$ cat src/rtl/knn_vote.sv
// knn_vote: majority-class vote over the K nearest neighbours from the KNN core.
//   Snapshots nb on start, fetches each non-empty neighbour's label over a
//   req/ack handshake, tallies votes per class, scans for the winner and holds
//   it on a valid/ready output.
// Latency: start edge t -> class_valid set at edge t+K+C (high in cycle t+1+K+C),
//   plus one cycle per lbl_ack wait cycle.
// Backpressure: the result is held in DONE until class_ready; start is ignored
//   unless IDLE; lbl_req/lbl_addr are held until lbl_ack.
// Ports: clk, rst (sync, active-high), start, nb (K x {index,dist});
//   lbl_req/lbl_addr/lbl_ack/lbl_data label lookup; class_out/class_valid/
//   class_ready result; busy, no_vote, lbl_err status.
// Build option: define KNN_VOTE_TIEBRK_EN to break count ties by the smaller
//   minimum neighbour distance (lowest class number if still tied).
module knn_vote #(
  parameter int DATA_W = 32,
  parameter int K      = 4,
  parameter int C      = 4,
  parameter int LBL_W  = 2
) (
  input  logic                    clk,
  input  logic                    rst,
  input  logic                    start,
  input  logic [2*K*DATA_W-1:0]   nb,
  output logic                    lbl_req,
  output logic [DATA_W-1:0]       lbl_addr,
  input  logic                    lbl_ack,
  input  logic [LBL_W-1:0]        lbl_data,
  output logic [LBL_W-1:0]        class_out,
  output logic                    class_valid,
  input  logic                    class_ready,
  output logic                    busy,
  output logic                    no_vote,
  output logic                    lbl_err
);

  localparam int CNT_W = $clog2(K + 1);
  localparam int IDX_W = (K > 1) ? $clog2(K) : 1;
  localparam int SC_W  = (C > 1) ? $clog2(C) : 1;
  localparam logic [DATA_W-1:0] EMPTY = '1;

  typedef enum logic [1:0] {IDLE, FETCH, SCAN, DONE} state_t;

  state_t            state;
  logic [DATA_W-1:0] snap_idx [K];
  logic [CNT_W-1:0]  tally [C];
  logic [IDX_W-1:0]  idx;
  logic [SC_W-1:0]   sc;
  logic [CNT_W-1:0]  best_cnt;
  logic [LBL_W-1:0]  best_cls;
  logic              any_vote;   // at least one non-empty entry was seen
  logic              take;       // class sc beats the current best

`ifdef KNN_VOTE_TIEBRK_EN
  logic [DATA_W-1:0] snap_dist [K];
  logic [DATA_W-1:0] min_dist [C];
  logic [DATA_W-1:0] best_dist;
`else
  logic unused_dist;
  always_comb begin
    unused_dist = 1'b0;
    for (int i = 0; i < K; i++)
      unused_dist = unused_dist ^ (^nb[2*i*DATA_W +: DATA_W]);
  end
`endif

  always_comb begin
    take = tally[sc] > best_cnt;
`ifdef KNN_VOTE_TIEBRK_EN
    if (tally[sc] == best_cnt && min_dist[sc] < best_dist)
      take = 1'b1;
`endif
  end

  always_ff @(posedge clk) begin
    if (rst) begin
      state       <= IDLE;
      lbl_req     <= 1'b0;
      lbl_addr    <= '0;
      class_out   <= '0;
      class_valid <= 1'b0;
      busy        <= 1'b0;
      no_vote     <= 1'b0;
      lbl_err     <= 1'b0;
      idx         <= '0;
      sc          <= '0;
      best_cnt    <= '0;
      best_cls    <= '0;
      any_vote    <= 1'b0;
      for (int i = 0; i < K; i++) snap_idx[i] <= '0;
      for (int c = 0; c < C; c++) tally[c] <= '0;
`ifdef KNN_VOTE_TIEBRK_EN
      best_dist <= '1;
      for (int i = 0; i < K; i++) snap_dist[i] <= '0;
      for (int c = 0; c < C; c++) min_dist[c] <= '1;
`endif
    end else begin
      case (state)
        IDLE: begin
          if (start) begin
            for (int i = 0; i < K; i++) snap_idx[i] <= nb[(2*i+1)*DATA_W +: DATA_W];
            for (int c = 0; c < C; c++) tally[c] <= '0;
`ifdef KNN_VOTE_TIEBRK_EN
            for (int i = 0; i < K; i++) snap_dist[i] <= nb[2*i*DATA_W +: DATA_W];
            for (int c = 0; c < C; c++) min_dist[c] <= '1;
`endif
            // Present entry 0 straight from nb so it is on the bus in the
            // first FETCH cycle.
            lbl_req  <= nb[DATA_W +: DATA_W] != EMPTY;
            lbl_addr <= nb[DATA_W +: DATA_W];
            idx      <= '0;
            any_vote <= 1'b0;
            no_vote  <= 1'b0;
            lbl_err  <= 1'b0;
            busy     <= 1'b1;
            state    <= FETCH;
          end
        end

        FETCH: begin
          if (lbl_req) any_vote <= 1'b1;
          if (lbl_req && lbl_ack) begin
            if (int'(lbl_data) < C) begin
              for (int c = 0; c < C; c++) begin
                if (int'(lbl_data) == c) begin
                  tally[c] <= tally[c] + 1'b1;
`ifdef KNN_VOTE_TIEBRK_EN
                  if (snap_dist[idx] < min_dist[c]) min_dist[c] <= snap_dist[idx];
`endif
                end
              end
            end else begin
              lbl_err <= 1'b1;
            end
          end
          // lbl_req low means the current entry is empty: it takes one cycle.
          if (!lbl_req || lbl_ack) begin
            if (idx == IDX_W'(K-1)) begin
              lbl_req  <= 1'b0;
              sc       <= '0;
              best_cnt <= '0;
              best_cls <= '0;
`ifdef KNN_VOTE_TIEBRK_EN
              best_dist <= '1;
`endif
              state    <= SCAN;
            end else begin
              idx      <= idx + 1'b1;
              lbl_req  <= snap_idx[idx + 1'b1] != EMPTY;
              lbl_addr <= snap_idx[idx + 1'b1];
            end
          end
        end

        SCAN: begin
          if (take) begin
            best_cnt <= tally[sc];
            best_cls <= LBL_W'(sc);
`ifdef KNN_VOTE_TIEBRK_EN
            best_dist <= min_dist[sc];
`endif
          end
          if (sc == SC_W'(C-1)) begin
            class_out   <= !any_vote ? '0 : (take ? LBL_W'(sc) : best_cls);
            no_vote     <= !any_vote;
            class_valid <= 1'b1;
            state       <= DONE;
          end else begin
            sc <= sc + 1'b1;
          end
        end

        DONE: begin
          if (class_ready) begin
            class_valid <= 1'b0;
            busy        <= 1'b0;
            state       <= IDLE;
          end
        end

        default: state <= IDLE;
      endcase
    end
  end

endmodule

$ cat config.mk
export PLATFORM = sky130hd
export DESIGN_NAME = knn_vote
export DESIGN_NICKNAME = d
export VERILOG_FILES = /design/src/rtl/knn_vote.sv
export SDC_FILE = /design/constraint.sdc
export NUM_CORES = 1
export LEC_CHECK = 0
export CORE_ASPECT_RATIO = 1.75
export CORE_MARGIN = 4
export CORE_UTILIZATION = 41
export CTS_CLUSTER_DIAMETER = 80
export DETAILED_ROUTE_END_ITERATION = 12
export PLACE_DENSITY = 0.87
export SETUP_SLACK_MARGIN = 0.2
export SLEW_MARGIN = 20
export SYNTH_ARGS = -nofsm -noshare
export SYNTH_HDL_FRONTEND = slang
export SYNTH_SLANG_ARGS = --single-unit
$ cat constraint.sdc
create_clock -name clk -period 3.8 [get_ports clk]
set_input_delay 0.76 -clock clk [delete_from_list [all_inputs] [get_ports clk]]
set_output_delay 0.76 -clock clk [all_outputs]
set_load 0.05 [all_outputs]
* After elaboration in Yosys (flattened, before gate mapping)
Memory sizes are Yosys's and may differ from the RTL's. A register that Yosys moved wholly into a read port is not among the register bits. Cells that the tools add are included.
Storage, ports and cells: bits in registers 50, RAM bits 140, bits of input ports 263, output and inout bits 39, logic and storage cells 153, memories kept 2
Operators by class: add/sub/neg operators 6, magnitude comparators 1, equal/unequal tests 19, muxes and demuxes 79, bitwise gates (word level) 12, reduce and logical (&&, ||, !) cells 22
Memory list:
- snap_idx | depth 4, bits a word 32, read ports 1, clocked after memory_dff 0, write ports 4, line 44 | logic [DATA_W-1:0] snap_idx [K];
- tally | depth 4, bits a word 3, read ports 5, clocked after memory_dff 1, write ports 4, line 45 | logic [CNT_W-1:0] tally [C];
Operators with widths (number):
- $mux W32 | 7
- $ne A32 B32 Y1 const B | 2
- $pmux W32 S2 | 1
- $mux W1 | 35
- $mux W3 | 11
- $mux W2 | 15
- $ne A2 B2 Y1 const B | 9
- $reduce_and A3 Y1 | 6
- $add A3 B1 Y3 const B | 4
- $eq A2 B2 Y1 const B | 6
- $or A1 B1 Y1 | 12
- $pmux W2 S2 | 3
- $reduce_and A4 Y1 | 3
- $pmux W1 S2 | 5
- $reduce_bool A2 Y1 | 5
- $pmux W2 S4 | 1
- $pmux W3 S2 | 1
- $reduce_and A5 Y1 | 1
- $add A2 B1 Y2 const B | 2
- $eq A2 B1 Y1 const B | 2
- $logic_not A2 Y1 | 2
- $gt A3 B3 Y1 | 1
- $logic_not A1 Y1 | 2
- $reduce_and A2 Y1 | 1
- other kinds (2) | 2

* Depth between registers and ports, before layout
Gate-level depths: netlist of run 1.
depth in word-level cells 7, depth in mapped cells 9, gate-level depth less buffers 9

* Worst setup path after synthesis of run 1
Ideal clock, no wire load.
path kind input -> register, start input rst, end memory snap_idx[0][0] (enable), arrival time 3.482 ns, setup slack -0.164 ns, stages 3, cell sequence clkbuf_8 -> a21oi_1 -> inv_1
RTL lines:
- start: declaration | line 21 | input logic rst,
- end: declaration | line 44

* Worst setup path in the final report of run 1
start register idx[1], end register lbl_req
Between the ends: longest elaborated chain between the ends 6, elaborated cells on any way between the ends 7, those cells by class add/sub (1); eq/ne (2); mux (3); memory (1)
Ends and longest elaborated chain:
- start: declaration | line 46 | logic [IDX_W-1:0] idx;
- start signal: assignment | line 147 | idx <= idx + 1'b1;
- $add A2 B1 Y2 | line 148 | lbl_req <= snap_idx[idx + 1'b1] != EMPTY;
- $mem_v2 Z4 W32
- $ne A32 B32 Y1 | line 148
- $mux W1 (*) | line 137 | if (idx == IDX_W'(K-1)) begin
- $mux W1 (*) | line 136 | if (!lbl_req || lbl_ack) begin
- $pmux W1 S2 (*) | line 97 | case (state)
- end signal: assignment | line 108 | lbl_req <= nb[DATA_W +: DATA_W] != EMPTY;
- end signal: assignment | line 138 | lbl_req <= 1'b0;
- end signal: assignment | line 148
- end: declaration | line 24 | output logic lbl_req,
Mark *: on every way between the ends. The rest lies on a longest branch, timed or not. The select of a mux whose other input is x is not followed. A chain may end at the register's enable or synchronous reset.

==> results of run 1 <==
[layout make-up]
type                       count  area share, %
sequential                   192          45.98
multi-input combinational    408          29.11
timing repair buffer         179          15.82
clock buffer                  19          3.816
tap                          252          2.780
clock inverter                13          1.842
inverter                      16         0.5625
antenna                        4        0.08824
[power by group]
part,switching (mW),total (mW),internal (mW)
logic,1.92,3.11,1.19
registers,0.254,3.17,2.91
clock network,0.775,1.95,1.17
[worst max-delay path, delay by kind of cell, from the launching register on]
kind	cells	cell delay (ps)
simple gates	3	780
compound gates	2	400
mux	1	340
buf+inv	1	440
fa+ha+maj	1	270
flops	1	330
[state kept, by name (all words and copies together) (netlist names), named ones only]
register and count:
lbl_addr 32, best_cls 2, class_out 2, tally 12, best_cnt 3, lbl_req 1
idx 2, any_vote 1, class_valid 1, snap_idx 128, no_vote 1, busy 1
state 2, sc 2
[cell usage after synthesis (12+ instances only)]
library cell  count  area share, %
ha_1             13            1.8
mux4_2           14            3.6
edfxtp_1        137             47
and2_1          128            9.1
nand4_1          18            1.3
nand2_1          21           0.89
a211oi_1         34            2.9
mux2i_1          34            3.9
clkbuf_1         24            1.0
mux4_1           21            6.3
inv_1            16           0.68
a21oi_1          12           0.68
nor2_1           60            2.6
dfxtp_1          55             12
[routing by layer]
metal / part of all wire [%] / wire, um / global-route usage [%]
met1: 35 / 7763 / 18.70
met2: 55 / 12000 / 32.92
met3: 4.6 / 1016 / 3.975
met4: 5.3 / 1156 / 11.23
met5: 0 / 0 / 0
[per-stage QoR]
step                util, %  cells
floorplan                 -    658
global placement      50.86   1047
detailed placement    50.86   1047
CTS                   53.92   1079
global route          53.96   1083
finish                53.96   1083
[how the worst min path moves through the flow]
| stage | start | to | slack (ps) | depth (start not counted) |
|---|---|---|---|---|
| after detailed placement | best_cnt[0] | best_cnt[0] | 480 | 2 |
| after CTS | best_cnt[0] | best_cnt[0] | 490 | 2 |
| after floorplan | best_cls[0] | best_cls[0] | 450 | 2 |
| after global placement | best_cnt[0] | best_cnt[0] | 460 | 2 |
| final | best_cnt[0] | best_cnt[0] | 490 | 2 |
| after global routing | best_cnt[0] | best_cnt[0] | 510 | 2 |
[logic make-up after synthesis]
family	synth area share, %
AOI/OAI and AO/OA	5.786
xor gates and xnor gates	0.4963
adders and majority gates	1.843
buffers and inverters	3.630
DFF	59.10
muxes	13.94
other	0.04250
and+or+nand+nor	15.16
==> results.cfg, run 1 <==
[run_status]
status = finished clean

[sta]
fin_ws_ps = 1078
hold_viol_final = 0
rsz0062_at_grt = false
fmax_mhz = 367.4
hold-worst-slack_ps = 486.3
skew_ps = 14.21
worst_pin_slew_ps = 764.4
drv_slew = 0
slew_headroom_pct = 49.04
min_period_over_period_pct = 71.62
fin_crit_ps = 2722
setup_tns_ps = 0
setup_viol = 0

[final_layout]
nFillCells = 1733
seqCellArea_um2 = 5216
syn_to_final_growth_pct = 28.56
nets = 1090
layout_commonest_cell = clkdlybuf4s50_1
final_cell_mix = clkdlybuf4s50_1, edfxtp_1, and2_1
fin_area_um2 = 11340
multi_input_area_um2 = 3302
layout-drive-gt1-share_pct = 7.255

[clocking]
cts_buffer_depth = 2
cts_buffers = 17
hold_buffers = 0
cts_sinks = 192
clk_pin_slew_ps = 70
cts_resized = 0
cts_max_level = 4
cts_tree = built
cts_root_buffer = clkbuf_16
clock_insertion_delay_worst_skew_ps = 430
postCtsSetupBuffers = 0

[grt]
grt_max_degree = 131
antenna_found_initial = 4
track_usage_pct = 18.12
grt-ovfl-total = 0
grt_pass1_wl_mm = 33.18
grt_pass1_vias = 6208

[floorplanning]
dieArea_um2 = 24020
floorplan.initialDensity_pct = 41.98
io_pins = 302
fp.dieH_um = 202.1
core_region_area_um2 = 21020
placementRows = 70
die_w_um = 118.9

[worst_setup_path]
cp.required_ps = 4070
cp-start-kind = register
r2r-start = idx[1]
cpPeakStageDelay_ps = 550
crit_type = register to register
cp_max_fo = 33
endpoint = lbl_req
crit_start = idx[1]
cp-end-kind = register
r2r_end = lbl_req
rr_worst_depth = 8
cp.arrival_ps = 2990
reg2reg_slack_ps = 1080
slowest_stage = nor4_1
crit_chain = ha_1, buf_4, mux4_2, nand4_1, nor4_1, nand2_1, a311oi_1, a211oi_1

[detailed_routing]
routed_via_density = 5.435
dr_total_vias = 5886
wl_per_cell_um = 20.25
drtPass1Iterations = 5
wirelength_mm = 21.94
drtAntennaViolNets = 0
drc = 0
drt-initial-drc-count = 319

[pwr]
ir_worst_vdd_v = 0.0005477
powerDensity_nw_per_um2 = 724.7
finalPower_mw = 8.220
leakage_nw = 4.193

[synthesis]
yosysWarnings = 0
synth_edf_count = 137
synth-seq-cells = 192
ys_seq_area_share_pct = 59.10
syn_area_um2 = 8823
yosysUniqueCellTypes = 49
synth_ff_type = edfxtp_1
syn_nets = 934
async_reset_ff_share_pct = 0
syn-instance-count = 658
syn_avg_cell_area_um2 = 13.41

[placed_design]
place.gp.congestion = 0.8139
post-place-ws_ps = 724.3
placed_cell_area_um2 = 10690
dp_hpwl_mm = 15.78
io_buffer_count = 172

[flow_run]
maxCapViolCount = 0

[hold_path]
hold_class = register to register
Note: power is estimated with default switching activity, not from simulation.
==> inputs of run 2 (changes only) <==
--- a/config.mk
+++ b/config.mk
@@ -7,10 +7,10 @@
 export LEC_CHECK = 0
 export CORE_ASPECT_RATIO = 1.75
 export CORE_MARGIN = 4
-export CORE_UTILIZATION = 41
+export CORE_UTILIZATION = 46
 export CTS_CLUSTER_DIAMETER = 80
 export DETAILED_ROUTE_END_ITERATION = 12
-export PLACE_DENSITY = 0.87
+export PLACE_DENSITY = 0.92
 export SETUP_SLACK_MARGIN = 0.2
 export SLEW_MARGIN = 20
 export SYNTH_ARGS = -nofsm -noshare
==> constraint.sdc (replaced) <==
create_clock -name clk -period 2.84 [get_ports clk]
set_input_delay 0.568 -clock clk [delete_from_list [all_inputs] [get_ports clk]]
set_output_delay 0.568 -clock clk [all_outputs]
set_load 0.05 [all_outputs]
==> results.cfg, run 2 (synthesis results as in run 1) <==
[final_layout]
syn_to_final_growth_pct = 29.37
largest_reg_flops = 128
layout-drive-gt1-share_pct = 9.200
antennaDiodeCount = 0
fin_area_um2 = 11410
top_regs = snap_idx (128), lbl_addr (32), tally (12)
largest_register = snap_idx
layout_commonest_cell = clkdlybuf4s50_1
nets = 1100
final_cell_mix = clkdlybuf4s50_1, edfxtp_1, and2_1
instances_no_fill = 1075

[detailed_routing]
drc = 0
dr_total_vias = 5752
wl_per_cell_um = 19.85
drt-initial-drc-count = 425
drtPass1Iterations = 5
routed_via_density = 5.351
drtAntennaViolNets = 0
wirelength_mm = 21.34

[sta]
fmax_mhz = 405.3
skew_ps = 10.38
worst_pin_slew_ps = 693.4
drv_slew = 0
slew_headroom_pct = 53.77
setup_viol = 0
min_period_over_period_pct = 86.88
hold_viol_final = 0
rsz0062_at_grt = false
fin_crit_ps = 2467

[worst_setup_path]
crit_type = register to register
cp-end-kind = register
cp_max_fo = 4
cp.required_ps = 3150
cp-start-kind = register
cp.arrival_ps = 2780

[pwr]
powerDensity_nw_per_um2 = 950.9
ir_worst_vdd_v = 0.0006754
leakage_nw = 4.254

[grt]
grt-ovfl-total = 0
grt_max_degree = 93
grt_pass1_wl_mm = 32.18
grt_pass1_vias = 6054
antenna_found_initial = 0
track_usage_pct = 19.98

[floorplanning]
core_region_area_um2 = 18750
dieArea_um2 = 21550
fp.dieH_um = 191.2
io_pins = 302
floorplan.initialDensity_pct = 47.07
placementRows = 66
die_w_um = 112.7

[flow_run]
maxCapViolCount = 0

[clocking]
cts_buffers = 17
clock_insertion_delay_worst_skew_ps = 430
cts_buffer_depth = 2
cts_tree = built
cts_root_buffer = clkbuf_16
cts_max_level = 4
cts_sinks = 192
clk_pin_slew_ps = 70

[placed_design]
placed_cell_area_um2 = 10780
place.gp.congestion = 0.8208
io_buffer_count = 172
placedCellCount = 1042
dp_hpwl_mm = 15.85

[run_status]
status = finished clean

[hold_path]
hold_class = register to register
## run 2: cell count changes in the layout (fill, tap and decap cells not counted), moves of 4 or more
cell,previous run,this run
clkbuf_8,0,4
buf_4,5,13
bufinv_16,5,1
diode_2,4,0
## run 2: power breakdown
part | leakage, nW | internal (mW) | total (mW) | switching (mW)
combinational | 2.02 | 1.66 | 4.20 | 2.53
sequential | 1.93 | 3.90 | 4.22 | 0.327
clock | 0.305 | 1.42 | 2.44 | 1.01
## run 2: what timing repair did
action,4_1_cts,5_1_grt
hold buffers,0,0
buffers inserted,0,1
endpoints found under the hold margin,0,0
resized for setup,0,6
endpoints found under the setup margin,0,8
## run 2: cell type report
cell class              instances  area (um2)
clock buffers                  26       545.5
multi-input cells             408        3328
inverters                      16       63.81
well taps                     238       297.8
clock inverters                 6       65.06
fillers                      1394        7331
flip-flops and latches        192        5220
repair buffers                189        1894
## run 2: routing by layer
metal / vias to the layer above / track usage (%) / share of wire, %
li1: 2771 / - / -
met1: 2748 / 21.78 / 37
met2: 185 / 36.21 / 54
met3: 48 / 3.358 / 3.9
met4: 0 / 11.29 / 4.4
met5: - / 0 / 0
## run 2: worst paths after layout
kind / startpoint / to / slack (ps) / cells past startpoint
setup / recovery: tally[3][1] / best_cls[1] / 370 / 9
hold / removal: busy / busy / 490 / 2
setup reg to reg: tally[3][1] / best_cls[1] / 370 / 9
hold reg to reg: busy / busy / 490 / 2
## run 2: critical path: stages, from the launching register on
cell	delay [ps]
edfxtp_1	410
mux4_2	500
ha_1	310
nor2b_2	130
o21ai_1	80
a21oi_1	140
buf_4	160
mux2_2	360
a32oi_2	200
nor2_1	50
## run 2: metrics by stage
stage                     hold WS [ps]  util (%)  power, mW  worst slack [ps]  setup TNS [ps]
final                            487.1     60.89      10.85             372.6               0
after global routing             512.5     60.89      11.37             205.1               0
after CTS                        490.3     60.75      10.93             245.1               0
after detailed placement         476.5     57.49      8.489             40.75               0
after global placement           459.5     57.49      8.331             84.72               0
after floorplan                  449.9         -      7.151            -349.8          -44790
==> inputs of run 3 (changes only) <==
--- a/config.mk
+++ b/config.mk
@@ -5,11 +5,14 @@
 export SDC_FILE = /design/constraint.sdc
 export NUM_CORES = 1
 export LEC_CHECK = 0
+export CELL_PAD_IN_SITES_DETAIL_PLACEMENT = 1
+export CELL_PAD_IN_SITES_GLOBAL_PLACEMENT = 1
 export CORE_ASPECT_RATIO = 1.75
 export CORE_MARGIN = 4
-export CORE_UTILIZATION = 46
+export CORE_UTILIZATION = 36
 export CTS_CLUSTER_DIAMETER = 80
 export DETAILED_ROUTE_END_ITERATION = 12
+export GPL_TIMING_DRIVEN = 0
 export PLACE_DENSITY = 0.92
 export SETUP_SLACK_MARGIN = 0.2
 export SLEW_MARGIN = 20
==> results.cfg, run 3 (synthesis results as in run 1) <==
[detailed_routing]
drtPass1Iterations = 4
wirelength_mm = 27.68
drc = 0
wl_per_cell_um = 23.56
dr_total_vias = 6276
drt-initial-drc-count = 338
drtAntennaViolNets = 0
routed_via_density = 5.341

[sta]
fin_ws_ps = 289.3
hold_viol_final = 0
skew_ps = 12.82
hold-worst-slack_ps = 481.8
min_period_over_period_pct = 89.81
worst_pin_slew_ps = 786.5
slew_headroom_pct = 47.57
fin_crit_ps = 2551
fmax_mhz = 392.0
setup_tns_ps = 0
rsz0062_at_grt = false
setup_viol = 0
drv_slew = 0

[grt]
grt_max_degree = 37
grt_pass1_vias = 7025
grt_pass1_wl_mm = 41.54
track_usage_pct = 20.52
antenna_found_initial = 1
grt-ovfl-total = 0

[clocking]
cts_buffer_depth = 2
clk_pin_slew_ps = 70
clock_insertion_delay_worst_skew_ps = 450
hold_buffers = 0
cts_sinks = 192
cts_max_level = 4
cts_tree = built
cts_root_buffer = clkbuf_16
cts_buffers = 17

[floorplanning]
fp.dieH_um = 215.1
io_pins = 302
core_region_area_um2 = 24020
die_w_um = 126.3
dieArea_um2 = 27180
floorplan.initialDensity_pct = 36.73
placementRows = 75

[placed_design]
placedCellCount = 1141
io_buffer_count = 171
place.gp.congestion = 0.8423
dp_hpwl_mm = 21.67
post-place-ws_ps = -160.7
placed_cell_area_um2 = 11040

[worst_setup_path]
crit_chain = ha_1, clkbuf_2, clkbuf_4, mux4_1, nand4_1, nor4_2, nand2_1, a311oi_1, a211oi_1
cp-start-kind = register
cpPeakStageDelay_ps = 420
reg2reg_slack_ps = 290
cp_max_fo = 10
r2r-start = idx[0]
cp.required_ps = 3160
critPathTopFamily = simple AND/OR/NAND/NOR gates
cp-end-kind = register
rr_worst_depth = 9
crit_type = register to register
critical_path_buf_inv_count = 2
cp.arrival_ps = 2870
slowest_stage = nor4_2
r2r_end = lbl_req
path_depth = 9

[final_layout]
layout-drive-gt1-share_pct = 8.661
instances_no_fill = 1175
largest_reg_flops = 128
seqCellArea_um2 = 5216
top_regs = snap_idx (128), lbl_addr (32), tally (12)
syn_to_final_growth_pct = 31.82
nets = 1129
fin_util_pct = 48.42
final_cell_mix = clkdlybuf4s50_1, edfxtp_1, and2_1
layout_commonest_cell = clkdlybuf4s50_1
multi_input_area_um2 = 3316
largest_register = snap_idx
fin_area_um2 = 11630
nFillCells = 2490

[run_status]
status = finished clean

[pwr]
powerDensity_nw_per_um2 = 963.8
leakage_nw = 4.299
ir_worst_vdd_v = 0.0004671
finalPower_mw = 11.21

[hold_path]
hold_class = input port to register
hold_path.startpoint = rst
hold_depth = 3
min_to = tally[2][1]

[flow_run]
maxCapViolCount = 0
run 3: timing repair:
item / in CTS / in global routing
buffers inserted: 0 / 1
pin swaps: 0 / 1
gates resized for setup: 2 / 4
setup endpoints to repair: 5 / 8
hold endpoints to repair: 0 / 0
run 3: worst register-to-register path, stage by stage (launching register included):
cell      delay, ps
dfxtp_1         330
ha_1            290
clkbuf_2        170
clkbuf_4        260
mux4_1          330
nand4_1         140
nor4_2          420
nand2_1         110
a311oi_1        300
a211oi_1         90
run 3: final cells by class:
| type | count | share of cell area (%) |
|---|---|---|
| tap | 308 | 3.313 |
| clock buffer | 28 | 4.572 |
| multi-input combinational | 408 | 28.51 |
| timing repair buffer | 176 | 15.60 |
| inverter | 16 | 0.5486 |
| antenna | 1 | 0.02151 |
| clock inverter | 4 | 0.2151 |
| buffer | 42 | 2.377 |
| sequential | 192 | 44.85 |
run 3: routing by layer:
layer / up-vias / global-route usage, % / part of all wire [%]
met5: - / 0 / 0
met4: 0 / 13.35 / 5.9
met3: 84 / 4.000 / 3.7
met2: 209 / 37.39 / 55
met1: 3154 / 20.88 / 35
li1: 2829 / - / -
run 3: worst max-delay path by stage:
stage / from / endpoint / slack (ps)
final: idx[0] / lbl_req / 290
after global placement: start / snap_idx[3][26] / -1590
after global routing: idx[0] / lbl_req / 210
after CTS: register / best_cls[1] / 230
after detailed placement: start / snap_idx[2][23] / -160
after floorplan: rst / snap_idx[0][0] / -350
run 3: power breakdown:
group / internal (mW) / switching (mW) / total (mW)
Clock: 1.28 / 1.03 / 2.31
Sequential: 3.90 / 0.393 / 4.29
Combinational: 1.76 / 2.85 / 4.61
Total: 6.93 / 4.28 / 11.2
